===== src/rtl/regs_multi.sv =====
// Multi-port register file: NRD registered read ports, two write ports, and a
// one-entry-per-cycle clear sequencer that also runs after reset.
module regs_multi #(
    parameter int XLEN     = 32,
    parameter int AW       = 5,
    parameter int NRD      = 2,
    parameter int BYPASS   = 1,
    parameter int ZERO_REG = 1
) (
    input  logic                  i_clk,
    input  logic                  i_rst,
    input  logic                  i_clr,
    input  logic                  i_hold,
    input  logic [NRD*AW-1:0]     i_addr_rd,
    input  logic                  i_we0,
    input  logic [AW-1:0]         i_addr_wr0,
    input  logic [XLEN-1:0]       i_dat_wr0,
    input  logic                  i_we1,
    input  logic [AW-1:0]         i_addr_wr1,
    input  logic [XLEN-1:0]       i_dat_wr1,
    output logic [NRD*XLEN-1:0]   o_dat_rd,
    output logic                  o_busy
);

    localparam int DEPTH = 1 << AW;

    typedef enum logic {IDLE, CLEAR} state_t;

    state_t              state;
    logic [AW-1:0]       idx;
    logic [XLEN-1:0]     mem [DEPTH];
    logic                wr0_ok;
    logic                wr1_ok;
    logic [NRD*XLEN-1:0] rd_next;

    // A write is live only in IDLE, and never to the hard-wired zero entry.
    assign wr0_ok = i_we0 && (state == IDLE) && !((ZERO_REG != 0) && (i_addr_wr0 == '0));
    assign wr1_ok = i_we1 && (state == IDLE) && !((ZERO_REG != 0) && (i_addr_wr1 == '0));

    always_ff @(posedge i_clk or posedge i_rst) begin
        if (i_rst) begin
            state  <= CLEAR;
            idx    <= '0;
            o_busy <= 1'b1;
        end else begin
            case (state)
                IDLE: begin
                    if (i_clr) begin
                        state  <= CLEAR;
                        idx    <= '0;
                        o_busy <= 1'b1;
                    end
                end
                CLEAR: begin
                    idx <= idx + 1'b1;
                    if (idx == {AW{1'b1}}) begin
                        state  <= IDLE;
                        o_busy <= 1'b0;
                    end
                end
            endcase
        end
    end

    // Port 1 is written last so it wins an address collision.
    always_ff @(posedge i_clk) begin
        if (state == CLEAR) begin
            mem[idx] <= '0;
        end else begin
            if (wr0_ok) mem[i_addr_wr0] <= i_dat_wr0;
            if (wr1_ok) mem[i_addr_wr1] <= i_dat_wr1;
        end
    end

    for (genvar k = 0; k < NRD; k++) begin : g_rd
        logic [AW-1:0]   ra;
        logic [XLEN-1:0] val;

        assign ra = i_addr_rd[k*AW +: AW];

        always_comb begin
            val = mem[ra];
            if (BYPASS != 0) begin
                if (wr0_ok && (i_addr_wr0 == ra)) val = i_dat_wr0;
                if (wr1_ok && (i_addr_wr1 == ra)) val = i_dat_wr1;
            end
            if ((ZERO_REG != 0) && (ra == '0)) val = '0;
            if (state == CLEAR) val = '0;
        end

        assign rd_next[k*XLEN +: XLEN] = val;
    end

    always_ff @(posedge i_clk or posedge i_rst) begin
        if (i_rst) begin
            o_dat_rd <= '0;
        end else if (!i_hold) begin
            o_dat_rd <= rd_next;
        end
    end

endmodule

===== config.mk =====
export PLATFORM = sky130hd
export DESIGN_NAME = regs_multi
export DESIGN_NICKNAME = d
export VERILOG_FILES = /design/src/rtl/regs_multi.sv
export SDC_FILE = /design/constraint.sdc
export NUM_CORES = 2
export LEC_CHECK = 0
export CORE_ASPECT_RATIO = 1.4
export CORE_UTILIZATION = 55
export CTS_CLUSTER_DIAMETER = 60
export DETAILED_ROUTE_END_ITERATION = 8
export MAX_ROUTING_LAYER = met4
export PLACE_DENSITY = 0.72
export SYNTH_ARGS = -nofsm -noshare
export SYNTH_HDL_FRONTEND = slang
export SYNTH_SLANG_ARGS = --single-unit

===== constraint.sdc =====
create_clock -name i_clk -period 4.4 [get_ports i_clk]
set_input_delay 0.88 -clock i_clk [delete_from_list [all_inputs] [get_ports i_clk]]
set_output_delay 0.88 -clock i_clk [all_outputs]
set_load 0.01 [all_outputs]

==> run summary <==
FINAL LAYOUT
---------------------------------------------------------------------------------
Share of layout cells above drive strength 1                                0.179
Fin cells                                                                    6851
Post-layout net count                                                        5373
Filler cell count                                                            8367
Synthesis-to-finish area growth                                             13.3%

TIMING
---------------------------------------------------------------------------------
Tightest slew margin relative to the limit                                  0.103
Final count of pins violating max slew                                          0
Worst clock skew on the final layout                                    0.0231 ns
Worst Max-Slew Pin Slew                                                   1.34 ns
Setup violations, final                                                         0
Minimum setup slack in the final design                                  0.992 ns
Share of the clock period used by the worst path after layout               0.775
Unrepaired setup endpoints after global routing                             false
Final Hold Viols                                                                0
Setup TNS after final layout                                                 0 ns
Top achievable clock speed                                              0.293 GHz
Minimum clock period after layout                                         3.41 ns

CTS
---------------------------------------------------------------------------------
CTS Root Buffer Type                                                    clkbuf_16
Hold buffers post-CTS                                                           0
Number of sinks driven by the clock tree                                     1095
Post-cts sizing count                                                           0
Post-CTS setup buffers                                                          0
Worst-case clock buffer depth                                                   3
Clock buffer count from CTS                                                   107
Clock slew at reported path FFs                                           0.06 ns
TritonCTS clock tree                                                        built
Clock H-tree levels                                                             3
Source-to-sink clock delay at the later pin of the worst-skew pair        0.75 ns

POWER
---------------------------------------------------------------------------------
Power consumption                                                        0.0284 W
Seq pwr share                                                               0.470
Clock group share of total power                                            0.333
Worst IR Drop VDD                                                      0.000353 V
Logic pwr share                                                             0.197
Total internal power                                                     0.0201 W
Switch share                                                                0.292
Power density of the placed cells                                      406 mW/mm2
Static Leak                                                               23.2 nW
NetSw                                                                   0.00831 W

GLOBAL ROUTING
---------------------------------------------------------------------------------
First-pass GRT wire length                                              342000 um
Remaining Overflow, GRT                                                         0
Maximum number of pins on one net before global-route repair                   65
Vias in the first global route                                              49200
Overall track demand over capacity in global routing                        0.438
Number of antenna violations at the first check in global routing               7

SYNTHESIS
---------------------------------------------------------------------------------
Avg Inst Size Synth                                                      11.5 um2
Net count after synthesis                                                    5447
Count of warnings emitted by yosys                                              0
Fraction of the yosys area taken by sequential cells                        0.527
Fraction of registers with async set or reset after synthesis              0.0648
Cell count after synthesis                                                   5355
Post-synthesis sequential element count                                      1095
Unique cell type count in the Yosys netlist                                    67
Most used DFF post-synth                                                 edfxtp_1
Number of enable flip-flop cells after synthesis                             1024
Combined area of all synthesized cells                                 0.0617 mm2

DIE
---------------------------------------------------------------------------------
Die width                                                                  285 um
Die extent in y                                                            398 um
IO Count                                                                      155
Floorplan Core Area                                                     0.111 mm2
Initial core utilization                                                    0.554
Die footprint                                                           0.114 mm2
Placement row count                                                           145

CRITICAL PATH
---------------------------------------------------------------------------------
Category of the most critical setup path                             input port to flop
Critical Path AT                                                          3.97 ns
Category of the worst setup path launch point                          input port
Max Fanout on Critical Path                                                    27
Type of element capturing the critical path                                  flop
Required time reported for the critical path endpoint                     4.97 ns

ROUTE
---------------------------------------------------------------------------------
Routed vias                                                                 50400
Wire length per cell                                                      35.2 um
Avg Vias per Cell                                                            7.36
Pre-antenna DRT Iters                                                           6
Iteration-0 DRC count of the detailed router                                 8270
Number of antenna-violating nets in the routed design                           0
Final WL                                                                241000 um
Remaining design rule violation count                                           0

HOLD PATH
---------------------------------------------------------------------------------
Type of the tightest min-delay check                                 flop to flop

PLACED DESIGN
---------------------------------------------------------------------------------
Dpl ws                                                                   0.337 ns
Post-DP HPWL                                                            147000 um
PortBufs                                                                      154
Count of placed standard cells including taps                                6642
Placer Congestion                                                           0.987

RUN
---------------------------------------------------------------------------------
Number of max-cap violations                                                    0

STATUS
---------------------------------------------------------------------------------
Run status                                                           complete, no violations

-- synthesized netlist by cell type, types with 29 or more instances --
| master | instances | share of area |
|---|---|---|
| a211o_1 | 31 | 0.0044 |
| a211oi_1 | 92 | 0.011 |
| a21oi_1 | 88 | 0.0071 |
| a221oi_1 | 29 | 0.0041 |
| a22o_1 | 56 | 0.0079 |
| a22oi_1 | 82 | 0.010 |
| buf_2 | 112 | 0.0091 |
| buf_4 | 32 | 0.0039 |
| clkbuf_1 | 478 | 0.029 |
| dfrtp_1 | 69 | 0.028 |
| edfxtp_1 | 1024 | 0.50 |
| inv_1 | 35 | 0.0021 |
| mux2i_1 | 256 | 0.042 |
| mux4_2 | 383 | 0.14 |
| nand2_1 | 1104 | 0.067 |
| o21ai_0 | 1078 | 0.087 |
| o221ai_1 | 65 | 0.0092 |
| o22ai_1 | 88 | 0.0089 |
-- registers in the layout, summed over array words and instances, names as in the netlist --
signal	flops
idx	5
state	1
mem	1024
o_busy	1
o_dat_rd	64
-- cell usage in the layout, fill, tap and decap left out, types with 56 or more instances in the layout --
cell / count
buf_12: 93
o22ai_1: 64
dfrtp_1: 69
a22o_1: 56
a22oi_1: 82
mux2i_1: 256
nand2_1: 1104
o221ai_1: 65
buf_4: 224
clkbuf_16: 108
a21oi_1: 88
clkdlybuf4s50_1: 144
a211oi_1: 92
o21ai_0: 1078
edfxtp_1: 1024
mux4_2: 383
-- area by class of cell --
class	instances	area [um2]	area share
flip-flops and latches	1095	32500	0.465
multi-input cells	3574	26900	0.384
repair buffers	468	5070	0.0724
clock buffers	152	2950	0.0421
well taps	1470	1840	0.0263
clock inverters	47	529	0.00756
inverters	35	134	0.00191
diodes	10	25.0	0.000358
-- final timing paths --
kind / to / startpoint / cells after the start / slack, ns
hold / removal: o_dat_rd[31] / o_dat_rd[31] / 1 / 0.48
min in group asynchronous: o_dat_rd[23] / i_rst / 2 / 0.76
max in group asynchronous: o_dat_rd[13] / i_rst / 3 / 2.62
setup reg to reg: mem[12][2] / state / 7 / 1.13
hold reg to reg: o_dat_rd[31] / o_dat_rd[31] / 1 / 0.48
setup / recovery: mem[12][2] / i_we0 / 8 / 0.99
-- power groups by stage --
| stage | clock, W | combinational, W | sequential, W |
|---|---|---|---|
| floorplan | 0 | 0.00293 | 0.0134 |
| global placement | 0 | 0.00531 | 0.0135 |
| detailed placement | 0 | 0.00537 | 0.0135 |
| CTS | 0.00941 | 0.00539 | 0.0133 |
| global route | 0.00977 | 0.00569 | 0.0134 |
| finish | 0.00946 | 0.00559 | 0.0134 |
-- per-layer routing --
metal | GRT usage | part of all wire
met1 | 0.501 | 0.30
met2 | 0.649 | 0.45
met3 | 0.104 | 0.14
met4 | 0.377 | 0.11
met5 | - | 0
-- metrics by stage --
step                       util  hold WS (ns)  area (um2)
after floorplan               -         0.487       61800
after global placement    0.597         0.465       66500
after detailed placement  0.597         0.472       66500
after CTS                 0.628         0.484       69900
after global routing      0.628         0.506       70000
final                     0.628         0.479       70000
-- kinds of logic (layout without fill, tap and decap cells) --
| logic type | Yosys count | after routing | synth area share |
|---|---|---|---|
| other | 0 | 10 | 0 |
| flip-flops | 1095 | 1095 | 0.527 |
| buffers and inverters | 686 | 702 | 0.0482 |
| AO/OA/AOI/OAI | 1688 | 1688 | 0.161 |
| AND/OR/NAND/NOR | 1220 | 1220 | 0.0786 |
| XOR/XNOR | 21 | 21 | 0.00298 |
| multiplexers | 643 | 643 | 0.182 |
| adder cells (fa/ha/maj) | 2 | 2 | 0.000405 |
-- critical path: stages --
cell and delay, ns:
clkdlybuf4s50_1 0.51, nor2b_1 0.56, o21a_2 0.30, buf_4 0.18
buf_4 0.53, nand2_1 0.47, buf_12 0.29, o21ai_0 0.20
Power figures use the tool's default switching activity.
